==> config.mk <==
export PLATFORM = sky130hd
export DESIGN_NAME = tl_a_arbiter_2to1_flat
export DESIGN_NICKNAME = d
export VERILOG_FILES = /design/src/rtl/tl_a_arbiter_2to1_if.sv /design/src/rtl/tl_a_arbiter_2to1.sv /design/src/flat_wrapper.sv
export SDC_FILE = /design/constraint.sdc
export NUM_CORES = 1
export LEC_CHECK = 0
export BUFFER_PORTS_ARGS = -buffer_cell sky130_fd_sc_hd__buf_2
export CORE_AREA = 3 3 239 241
export CTS_CLUSTER_DIAMETER = 200
export DETAILED_ROUTE_END_ITERATION = 7
export DIE_AREA = 0 0 242 244
export GPL_ROUTABILITY_DRIVEN = 0
export HOLD_SLACK_MARGIN = 0.15
export SYNTH_ARGS = -nofsm -noshare
export SYNTH_HDL_FRONTEND = slang
export SYNTH_SLANG_ARGS = --single-unit
==> constraint.sdc <==
create_clock -name clock -period 2.9 [get_ports clock]
set_clock_uncertainty 0.05 [all_clocks]
set_input_delay 0.145 -clock clock [delete_from_list [all_inputs] [get_ports clock]]
set_output_delay 0.145 -clock clock [all_outputs]
set_load 0.02 [all_outputs]
==> src/rtl/tl_a_arbiter_2to1_if.sv <==
`default_nettype none
// ============================================================================
// Module      : tl_a_arbiter_2to1_if
// Description : TileLink-UL A/D channel bundle. The master modport drives the
//               A channel and accepts D responses; the slave modport is the
//               mirror image.
// Revision    : 1.0 - initial release
// ============================================================================
interface tl_a_arbiter_2to1_if #(
   parameter int BEAT_BYTES_LG = 3,
   parameter int SRC_W         = 6
);
   localparam int c_data_w = 8 << BEAT_BYTES_LG;
   localparam int c_mask_w = 1 << BEAT_BYTES_LG;

   // A channel
   logic                a_valid;
   logic                a_ready;
   logic [2:0]          a_opcode;
   logic [2:0]          a_param;
   logic [2:0]          a_size;
   logic [SRC_W-1:0]    a_source;
   logic [30:0]         a_address;
   logic [c_mask_w-1:0] a_mask;
   logic [c_data_w-1:0] a_data;
   logic                a_corrupt;

   // D channel
   logic                d_valid;
   logic                d_ready;
   logic [2:0]          d_opcode;
   logic [2:0]          d_param;
   logic [2:0]          d_size;
   logic [SRC_W-1:0]    d_source;
   logic [c_data_w-1:0] d_data;
   logic                d_denied;
   logic                d_corrupt;

   modport master (
      output a_valid, a_opcode, a_param, a_size, a_source,
             a_address, a_mask, a_data, a_corrupt,
      input  a_ready,
      input  d_valid, d_opcode, d_param, d_size, d_source,
             d_data, d_denied, d_corrupt,
      output d_ready
   );

   modport slave (
      input  a_valid, a_opcode, a_param, a_size, a_source,
             a_address, a_mask, a_data, a_corrupt,
      output a_ready,
      output d_valid, d_opcode, d_param, d_size, d_source,
             d_data, d_denied, d_corrupt,
      input  d_ready
   );
endinterface
`default_nettype wire

==> src/rtl/tl_a_arbiter_2to1.sv <==
`default_nettype none
// ============================================================================
// Module      : tl_a_arbiter_2to1
// Description : Two-requester TileLink-UL A-channel arbiter. Round-robin
//               grant, grant held across multi-beat Put bursts, requester
//               index tagged into the MSB of the outbound source, and D
//               responses steered back by that tag.
// Revision    : 1.0 - initial release
// ============================================================================
module tl_a_arbiter_2to1 #(
   parameter int BEAT_BYTES_LG = 3,
   parameter int SRC_W         = 6
) (
   input  logic                  clock,
   input  logic                  reset_n,
   tl_a_arbiter_2to1_if.slave    in0,
   tl_a_arbiter_2to1_if.slave    in1,
   tl_a_arbiter_2to1_if.master   out,
   output logic                  busy
);
   localparam logic [2:0] c_beat_lg  = 3'(BEAT_BYTES_LG);
   localparam logic [2:0] c_max_size = 3'd6;

   typedef enum logic [0:0] {
      S_IDLE  = 1'b0,
      S_BURST = 1'b1
   } state_t;

   state_t     r_state;
   state_t     w_state_nxt;
   logic       r_owner;
   logic       w_owner_nxt;
   logic [7:0] r_beats_left;
   logic [7:0] w_beats_left_nxt;
   logic       r_prio;
   logic       w_prio_nxt;
   logic       r_en;

   logic       w_grant;
   logic       w_sel_valid;
   logic [2:0] w_sel_opcode;
   logic [2:0] w_sel_size;
   logic [2:0] w_size_clamp;
   logic       w_has_data;
   logic [7:0] w_beats;
   logic       w_fire;
   logic       w_route;

   // Hold all handshakes low until the first clock edge after reset release
   always_ff @(posedge clock or negedge reset_n) begin
      if (!reset_n) r_en <= 1'b0;
      else          r_en <= 1'b1;
   end

   // Locked bursts keep their owner; otherwise lone valid wins, ties go to prio
   assign w_grant = (r_state == S_BURST) ? r_owner :
                    ((in0.a_valid & in1.a_valid) ? r_prio : in1.a_valid);

   assign w_sel_valid  = w_grant ? in1.a_valid  : in0.a_valid;
   assign w_sel_opcode = w_grant ? in1.a_opcode : in0.a_opcode;
   assign w_sel_size   = w_grant ? in1.a_size   : in0.a_size;

   // Only PutFull/PutPartial carry data; sizes above 64 bytes count as 8 beats
   assign w_has_data   = (w_sel_opcode == 3'd0) | (w_sel_opcode == 3'd1);
   assign w_size_clamp = (w_sel_size > c_max_size) ? c_max_size : w_sel_size;
   assign w_beats      = (w_has_data && (w_size_clamp > c_beat_lg)) ?
                         (8'd1 << (w_size_clamp - c_beat_lg)) : 8'd1;

   assign out.a_valid  = r_en & w_sel_valid;
   assign w_fire       = out.a_valid & out.a_ready;

   assign out.a_opcode  = w_sel_opcode;
   assign out.a_param   = w_grant ? in1.a_param   : in0.a_param;
   assign out.a_size    = w_sel_size;
   assign out.a_source  = {w_grant, (w_grant ? in1.a_source : in0.a_source)};
   assign out.a_address = w_grant ? in1.a_address : in0.a_address;
   assign out.a_mask    = w_grant ? in1.a_mask    : in0.a_mask;
   assign out.a_data    = w_grant ? in1.a_data    : in0.a_data;
   assign out.a_corrupt = w_grant ? in1.a_corrupt : in0.a_corrupt;

   assign in0.a_ready  = r_en & ~w_grant & out.a_ready;
   assign in1.a_ready  = r_en &  w_grant & out.a_ready;

   assign busy = (r_state == S_BURST);

   // Burst lock / beat counter / round-robin pointer next-state logic
   always_comb begin
      w_state_nxt      = r_state;
      w_owner_nxt      = r_owner;
      w_beats_left_nxt = r_beats_left;
      w_prio_nxt       = r_prio;
      case (r_state)
         S_IDLE: begin
            if (w_fire) begin
               if (w_beats > 8'd1) begin
                  w_state_nxt      = S_BURST;
                  w_owner_nxt      = w_grant;
                  w_beats_left_nxt = w_beats - 8'd1;
               end else begin
                  w_prio_nxt = ~w_grant;
               end
            end
         end
         S_BURST: begin
            if (w_fire) begin
               w_beats_left_nxt = r_beats_left - 8'd1;
               if (r_beats_left == 8'd1) begin
                  w_state_nxt = S_IDLE;
                  w_prio_nxt  = ~w_grant;
               end
            end
         end
         default: w_state_nxt = S_IDLE;
      endcase
   end

   // Arbiter state register; reset drops any burst lock immediately
   always_ff @(posedge clock or negedge reset_n) begin
      if (!reset_n) begin
         r_state      <= S_IDLE;
         r_owner      <= 1'b0;
         r_beats_left <= 8'd0;
         r_prio       <= 1'b0;
      end else begin
         r_state      <= w_state_nxt;
         r_owner      <= w_owner_nxt;
         r_beats_left <= w_beats_left_nxt;
         r_prio       <= w_prio_nxt;
      end
   end

   // D responses return to the requester named by the source tag MSB
   assign w_route = out.d_source[SRC_W];

   assign in0.d_valid = r_en & out.d_valid & ~w_route;
   assign in1.d_valid = r_en & out.d_valid &  w_route;
   assign out.d_ready = r_en & (w_route ? in1.d_ready : in0.d_ready);

   assign in0.d_opcode  = out.d_opcode;
   assign in0.d_param   = out.d_param;
   assign in0.d_size    = out.d_size;
   assign in0.d_source  = out.d_source[SRC_W-1:0];
   assign in0.d_data    = out.d_data;
   assign in0.d_denied  = out.d_denied;
   assign in0.d_corrupt = out.d_corrupt;

   assign in1.d_opcode  = out.d_opcode;
   assign in1.d_param   = out.d_param;
   assign in1.d_size    = out.d_size;
   assign in1.d_source  = out.d_source[SRC_W-1:0];
   assign in1.d_data    = out.d_data;
   assign in1.d_denied  = out.d_denied;
   assign in1.d_corrupt = out.d_corrupt;
endmodule
`default_nettype wire
==> src/flat_wrapper.sv <==
// flat-port wrapper written by rule: the top's interface ports become plain ports
module tl_a_arbiter_2to1_flat 
#(
   parameter int BEAT_BYTES_LG = 3,
   parameter int SRC_W         = 6
)
  (clock, reset_n, busy, in0_a_valid, in0_a_opcode, in0_a_param, in0_a_size, in0_a_source, in0_a_address, in0_a_mask, in0_a_data, in0_a_corrupt, in0_a_ready, in0_d_valid, in0_d_opcode, in0_d_param, in0_d_size, in0_d_source, in0_d_data, in0_d_denied, in0_d_corrupt, in0_d_ready, in1_a_valid, in1_a_opcode, in1_a_param, in1_a_size, in1_a_source, in1_a_address, in1_a_mask, in1_a_data, in1_a_corrupt, in1_a_ready, in1_d_valid, in1_d_opcode, in1_d_param, in1_d_size, in1_d_source, in1_d_data, in1_d_denied, in1_d_corrupt, in1_d_ready, out_a_valid, out_a_opcode, out_a_param, out_a_size, out_a_source, out_a_address, out_a_mask, out_a_data, out_a_corrupt, out_a_ready, out_d_valid, out_d_opcode, out_d_param, out_d_size, out_d_source, out_d_data, out_d_denied, out_d_corrupt, out_d_ready);
  tl_a_arbiter_2to1_if #(.BEAT_BYTES_LG(BEAT_BYTES_LG), .SRC_W(SRC_W)) in0_i ();
  tl_a_arbiter_2to1_if #(.BEAT_BYTES_LG(BEAT_BYTES_LG), .SRC_W(SRC_W)) in1_i ();
  tl_a_arbiter_2to1_if #(.BEAT_BYTES_LG(BEAT_BYTES_LG), .SRC_W(SRC_W)) out_i ();
  input  logic clock;
  input  logic reset_n;
  output logic busy;
  input wire logic [$bits(in0_i.a_valid)-1:0] in0_a_valid;
  input wire logic [$bits(in0_i.a_opcode)-1:0] in0_a_opcode;
  input wire logic [$bits(in0_i.a_param)-1:0] in0_a_param;
  input wire logic [$bits(in0_i.a_size)-1:0] in0_a_size;
  input wire logic [$bits(in0_i.a_source)-1:0] in0_a_source;
  input wire logic [$bits(in0_i.a_address)-1:0] in0_a_address;
  input wire logic [$bits(in0_i.a_mask)-1:0] in0_a_mask;
  input wire logic [$bits(in0_i.a_data)-1:0] in0_a_data;
  input wire logic [$bits(in0_i.a_corrupt)-1:0] in0_a_corrupt;
  output wire logic [$bits(in0_i.a_ready)-1:0] in0_a_ready;
  output wire logic [$bits(in0_i.d_valid)-1:0] in0_d_valid;
  output wire logic [$bits(in0_i.d_opcode)-1:0] in0_d_opcode;
  output wire logic [$bits(in0_i.d_param)-1:0] in0_d_param;
  output wire logic [$bits(in0_i.d_size)-1:0] in0_d_size;
  output wire logic [$bits(in0_i.d_source)-1:0] in0_d_source;
  output wire logic [$bits(in0_i.d_data)-1:0] in0_d_data;
  output wire logic [$bits(in0_i.d_denied)-1:0] in0_d_denied;
  output wire logic [$bits(in0_i.d_corrupt)-1:0] in0_d_corrupt;
  input wire logic [$bits(in0_i.d_ready)-1:0] in0_d_ready;
  input wire logic [$bits(in1_i.a_valid)-1:0] in1_a_valid;
  input wire logic [$bits(in1_i.a_opcode)-1:0] in1_a_opcode;
  input wire logic [$bits(in1_i.a_param)-1:0] in1_a_param;
  input wire logic [$bits(in1_i.a_size)-1:0] in1_a_size;
  input wire logic [$bits(in1_i.a_source)-1:0] in1_a_source;
  input wire logic [$bits(in1_i.a_address)-1:0] in1_a_address;
  input wire logic [$bits(in1_i.a_mask)-1:0] in1_a_mask;
  input wire logic [$bits(in1_i.a_data)-1:0] in1_a_data;
  input wire logic [$bits(in1_i.a_corrupt)-1:0] in1_a_corrupt;
  output wire logic [$bits(in1_i.a_ready)-1:0] in1_a_ready;
  output wire logic [$bits(in1_i.d_valid)-1:0] in1_d_valid;
  output wire logic [$bits(in1_i.d_opcode)-1:0] in1_d_opcode;
  output wire logic [$bits(in1_i.d_param)-1:0] in1_d_param;
  output wire logic [$bits(in1_i.d_size)-1:0] in1_d_size;
  output wire logic [$bits(in1_i.d_source)-1:0] in1_d_source;
  output wire logic [$bits(in1_i.d_data)-1:0] in1_d_data;
  output wire logic [$bits(in1_i.d_denied)-1:0] in1_d_denied;
  output wire logic [$bits(in1_i.d_corrupt)-1:0] in1_d_corrupt;
  input wire logic [$bits(in1_i.d_ready)-1:0] in1_d_ready;
  output wire logic [$bits(out_i.a_valid)-1:0] out_a_valid;
  output wire logic [$bits(out_i.a_opcode)-1:0] out_a_opcode;
  output wire logic [$bits(out_i.a_param)-1:0] out_a_param;
  output wire logic [$bits(out_i.a_size)-1:0] out_a_size;
  output wire logic [$bits(out_i.a_source)-1:0] out_a_source;
  output wire logic [$bits(out_i.a_address)-1:0] out_a_address;
  output wire logic [$bits(out_i.a_mask)-1:0] out_a_mask;
  output wire logic [$bits(out_i.a_data)-1:0] out_a_data;
  output wire logic [$bits(out_i.a_corrupt)-1:0] out_a_corrupt;
  input wire logic [$bits(out_i.a_ready)-1:0] out_a_ready;
  input wire logic [$bits(out_i.d_valid)-1:0] out_d_valid;
  input wire logic [$bits(out_i.d_opcode)-1:0] out_d_opcode;
  input wire logic [$bits(out_i.d_param)-1:0] out_d_param;
  input wire logic [$bits(out_i.d_size)-1:0] out_d_size;
  input wire logic [$bits(out_i.d_source)-1:0] out_d_source;
  input wire logic [$bits(out_i.d_data)-1:0] out_d_data;
  input wire logic [$bits(out_i.d_denied)-1:0] out_d_denied;
  input wire logic [$bits(out_i.d_corrupt)-1:0] out_d_corrupt;
  output wire logic [$bits(out_i.d_ready)-1:0] out_d_ready;
  assign in0_i.a_valid = in0_a_valid;
  assign in0_i.a_opcode = in0_a_opcode;
  assign in0_i.a_param = in0_a_param;
  assign in0_i.a_size = in0_a_size;
  assign in0_i.a_source = in0_a_source;
  assign in0_i.a_address = in0_a_address;
  assign in0_i.a_mask = in0_a_mask;
  assign in0_i.a_data = in0_a_data;
  assign in0_i.a_corrupt = in0_a_corrupt;
  assign in0_a_ready = in0_i.a_ready;
  assign in0_d_valid = in0_i.d_valid;
  assign in0_d_opcode = in0_i.d_opcode;
  assign in0_d_param = in0_i.d_param;
  assign in0_d_size = in0_i.d_size;
  assign in0_d_source = in0_i.d_source;
  assign in0_d_data = in0_i.d_data;
  assign in0_d_denied = in0_i.d_denied;
  assign in0_d_corrupt = in0_i.d_corrupt;
  assign in0_i.d_ready = in0_d_ready;
  assign in1_i.a_valid = in1_a_valid;
  assign in1_i.a_opcode = in1_a_opcode;
  assign in1_i.a_param = in1_a_param;
  assign in1_i.a_size = in1_a_size;
  assign in1_i.a_source = in1_a_source;
  assign in1_i.a_address = in1_a_address;
  assign in1_i.a_mask = in1_a_mask;
  assign in1_i.a_data = in1_a_data;
  assign in1_i.a_corrupt = in1_a_corrupt;
  assign in1_a_ready = in1_i.a_ready;
  assign in1_d_valid = in1_i.d_valid;
  assign in1_d_opcode = in1_i.d_opcode;
  assign in1_d_param = in1_i.d_param;
  assign in1_d_size = in1_i.d_size;
  assign in1_d_source = in1_i.d_source;
  assign in1_d_data = in1_i.d_data;
  assign in1_d_denied = in1_i.d_denied;
  assign in1_d_corrupt = in1_i.d_corrupt;
  assign in1_i.d_ready = in1_d_ready;
  assign out_a_valid = out_i.a_valid;
  assign out_a_opcode = out_i.a_opcode;
  assign out_a_param = out_i.a_param;
  assign out_a_size = out_i.a_size;
  assign out_a_source = out_i.a_source;
  assign out_a_address = out_i.a_address;
  assign out_a_mask = out_i.a_mask;
  assign out_a_data = out_i.a_data;
  assign out_a_corrupt = out_i.a_corrupt;
  assign out_i.a_ready = out_a_ready;
  assign out_i.d_valid = out_d_valid;
  assign out_i.d_opcode = out_d_opcode;
  assign out_i.d_param = out_d_param;
  assign out_i.d_size = out_d_size;
  assign out_i.d_source = out_d_source;
  assign out_i.d_data = out_d_data;
  assign out_i.d_denied = out_d_denied;
  assign out_i.d_corrupt = out_d_corrupt;
  assign out_d_ready = out_i.d_ready;
  tl_a_arbiter_2to1 #(.BEAT_BYTES_LG(BEAT_BYTES_LG), .SRC_W(SRC_W)) u_core (.clock(clock), .reset_n(reset_n), .in0(in0_i), .in1(in1_i), .out(out_i), .busy(busy));
endmodule
==> out/qor_table.md <==
| Group | Metric | Reported |
| --- | --- | --- |
| outcome | Outcome | completed |
| power and ir drop | Maximum VDD drop | 0.343 mV |
| placed design | HPWL after detailed placement | 24.2 mm |
| power and ir drop | P_leak | 2.34 nW |
| final layout | Synth-to-Final Area Change | 46.4% |
| routing | Wirelength, routed | 26.0 mm |
| setup path | Arrival @ worst endpoint | 2.35 ns |
| synth | Number of cells produced by synthesis | 403 |
| synth | Flops & latches, synth | 12 |
| clock network | Clock insertion delay at the later pin of the skew report | 0.24 ns |
| synth | Average cell area after synthesis | 8.74 sq um |
| setup path | Count of cells along the worst register-to-register path | 9 |
| clock network | Root buffer cell | sky130_fd_sc_hd__clkbuf_16 |
| placed design | Count of buffers from port buffering | 367 |
| clock network | Deepest level of the CTS H-tree | 1 |
| routing | Routed vias | 3,612 |
| clock network | Clock tree sinks | 12 |
| floorplanning | Core Box Area | 55,100 sq um |
| global route | Pin count of the biggest net entering global routing | 74 |
| power and ir drop | Combinational share of power | 82.6% |
| setup path | Critical path launch point | u_core.busy$_DFF_PN0_ |
| setup path | Reg-to-reg critical path startpoint | u_core.busy$_DFF_PN0_ |
| hold path | HP Class | in2out |
| setup path | Startpoint Class | flop |
| routing | Post-DR wirelength/cell | 19.2 microns |
| global route | Remaining Overflow, GRT | 0 |
| clock network | Count of buffers added by post-CTS timing repair for setup | 0 |
| sta | Setup TNS | 0 ns |
| synth | Area of the mapped netlist | 3520 sq um |
| clock network | TritonCTS clock tree | done |
| power and ir drop | Sequential Power Share | 8.9% |
| setup path | Endpoint of the lowest-slack register-to-register path | u_core.r_owner$_DFFE_PN0P_ |
| synth | Sequential area share after synthesis | 8.52% |
| routing | Mean number of vias per cell | 2.67 |
| global route | Tot GR Track Use | 8.22% |
| power and ir drop | Pwr/cell area | 653 nW/um^2 |
| routing | # DRC | 0 |
| setup path | End of the critical path | out_a_data[28] |
| sta | Setup Viol. Count Final | 0 |
| sta | Rel. slew slack | 42.4% |
| global route | Wire length of the first global-routing pass | 32.7 mm |
| synth | Prevailing post-synth register cell | sky130_fd_sc_hd__dfrtp_1 |
| clock network | CTS max path bufs | 2 |
| clock network | TritonCTS Buffers | 3 |
| routing | Number of nets with antenna violations after detailed routing | 0 |
| clock network | Clock slew seen by the registers of the worst setup and hold paths | 0.04 ns |
| power and ir drop | Switching power as a share of total power | 55.3% |
| sta | Max Transition Viols Final | 0 |
| floorplanning | Row count | 86 |
| floorplanning | IO Pins | 615 |
| sta | Post-layout minimum cycle time | 2.55 ns |
| placed design | Count of placed standard cells including taps | 1,343 |
| routing | Drt first pass iters | 4 |
| setup path | Crit end category | primary output |
| floorplanning | Chip width | 242 microns |
| final layout | Fraction of layout cells with a size suffix above 1 | 83.5% |
| sta | Fin. Hold Viols | 0 |
| final layout | Most frequent standard cell in the layout excluding fill and tap cells | sky130_fd_sc_hd__buf_2 |
| floorplanning | DIE AREA | 59,000 sq um |
| sta | Unrepaired setup endpoints after global routing | no |
| floorplanning | Y dimension of the die | 244 microns |
| final layout | Post-route non-filler standard cell count | 1,353 |
| synth | Count of flip-flops with a built-in enable after synthesis | 0 |
| power and ir drop | Switching power | 0.00186 W |
| final layout | Post-layout utilization of the core | 9.36% |
| global route | Number of antenna violations at the first check in global routing | 9 |
| final layout | Nets | 932 |
| setup path | Worst path required time | 2.71 ns |
| global route | Vias in the first global route | 3,695 |
| setup path | Worst Setup Path Type | reg2out |
| sta | Worst hold slack | 0.240 ns |
| routing | First DRT Iteration DRCs | 70 |
| floorplanning | Effective utilization at floorplan | 6.40% |
| sta | Actual transition at the worst max-transition pin | 0.859 ns |
| synth | Share of flip-flops with an asynchronous set or reset after synthesis | 100% |
| power and ir drop | Total power | 0.00337 W |
| power and ir drop | Clock network fraction of design power | 8.5% |
| power and ir drop | Int Pwr | 0.00150 W |
| setup path | Setup slack of the worst register-to-register path | 0.46 ns |
| job | Reported max-cap violation count | 0 |
| sta | Maximum operating frequency | 392 MHz |
| synth | Number of warnings reported in the yosys synthesis log | 0 |
| synth | Unique masters post-synth | 38 |
| sta | Part of the cycle the worst path needs | 87.9% |
| setup path | Worst Path Max Fanout | 49 |
| final layout | Top library cells by usage in the layout, fill and taps aside | sky130_fd_sc_hd__buf_2 (367), sky130_fd_sc_hd__mux2_2 (118), sky130_fd_sc_hd__dfrtp_1 (12) |
[logic make-up after synthesis]
| group | count (synthesis) | synth area share [%] |
|---|---|---|
| buffers and inverters | 187 | 37.9 |
| muxes | 122 | 38.9 |
| adders and majority gates | 4 | 1.42 |
| DFF | 12 | 8.52 |
| AOI/OAI and AO/OA | 31 | 6.11 |
| xor gates and xnor gates | 1 | 0.249 |
| other | 2 | 0.213 |
| and+or+nand+nor | 44 | 6.75 |
[sequential cells by signal, summed over array words and instances, names as in the netlist]
name	cells
u_core.r_prio	1
u_core.r_beats_left	8
u_core.r_owner	1
u_core.busy	1
u_core.r_en	1
[how the worst min path moves through the flow]
stage,start,end,slack [ns],cells past startpoint
2_1_floorplan,reset_n,u_core.busy$_DFF_PN0_,-0.20,0
3_3_place_gp,reset_n,u_core.r_beats_left[6]$_DFFE_PN0P_,-0.009,1
4_1_cts,out_d_data[52],in0_d_data[52],0.24,0
5_1_grt,out_d_data[50],in0_d_data[50],0.24,0
3_5_place_dp,reset_n,u_core.r_beats_left[6]$_DFFE_PN0P_,-0.002,1
6_report,out_d_data[60],in0_d_data[60],0.24,0
[cell type report]
| cell class | instances | area (sq um) |
|---|---|---|
| diodes | 5 | 12.5 |
| clock buffers | 4 | 88.8 |
| fillers | 6544 | 49900 |
| inverters | 7 | 26.3 |
| multi-input cells | 205 | 1910 |
| flip-flops and latches | 12 | 300 |
| well taps | 748 | 936 |
| repair buffers | 372 | 1890 |
[metal layers]
metal	part of all wire (%)	track usage [%]	up-vias
li1	-	-	1622
met1	43	10.6	1574
met2	44	12.6	376
met3	10	3.31	34
met4	2.6	2.35	6
met5	0.18	0	-
[repair_timing]
item                                    4_1_cts  5_1_grt
endpoints found under the setup margin        0        0
hold buffers                                  1        0
hold endpoints to repair                     12        0
resized for setup                             0        0
[power by group through the flow]
stage          Sequential [W]  Clock (W)  Combinational [W]
2_1_floorplan        0.000296          0            0.00199
3_3_place_gp         0.000299          0            0.00286
3_5_place_dp         0.000300          0            0.00286
4_1_cts              0.000299   0.000291            0.00288
5_1_grt              0.000309   0.000298            0.00298
6_report             0.000298   0.000287            0.00278
[worst max-delay path: stages, from the launching register on]
cell and delay [ns]:
sky130_fd_sc_hd__dfrtp_1 0.36, sky130_fd_sc_hd__nand2b_1 0.17, sky130_fd_sc_hd__o21ai_4 0.30, sky130_fd_sc_hd__buf_4 0.55, sky130_fd_sc_hd__mux2_2 0.44, sky130_fd_sc_hd__buf_2 0.19
[Yosys cell counts, types with 3 or more instances]
master                      count  area (sq um)
sky130_fd_sc_hd__buf_4        164          1230
sky130_fd_sc_hd__inv_1          7          26.3
sky130_fd_sc_hd__dfrtp_1       12           300
sky130_fd_sc_hd__clkbuf_1       3          11.3
sky130_fd_sc_hd__o21bai_1       3          22.5
sky130_fd_sc_hd__nor2_1         8          30.0
sky130_fd_sc_hd__nand2_1        8          30.0
sky130_fd_sc_hd__o2bb2ai_1      5          43.8
sky130_fd_sc_hd__nor3_1         8          40.0
sky130_fd_sc_hd__mux2_2       118          1330
sky130_fd_sc_hd__buf_2         13          65.1
sky130_fd_sc_hd__a21oi_1        9          45.0
sky130_fd_sc_hd__ha_1           4          50.1
sky130_fd_sc_hd__o21ai_0        5          25.0
sky130_fd_sc_hd__or3_1          4          25.0
sky130_fd_sc_hd__mux2i_1        3          30.0
sky130_fd_sc_hd__nand3_1        3          15.0
[per-stage QoR]
step,area [sq um],setup slack [ns]
floorplan,3530,0.151
global placement,5050,0.492
detailed placement,5050,0.466
CTS,5150,0.342
global route,5160,0.231
finish,5160,0.350
Note: power is estimated with default switching activity, not from simulation.
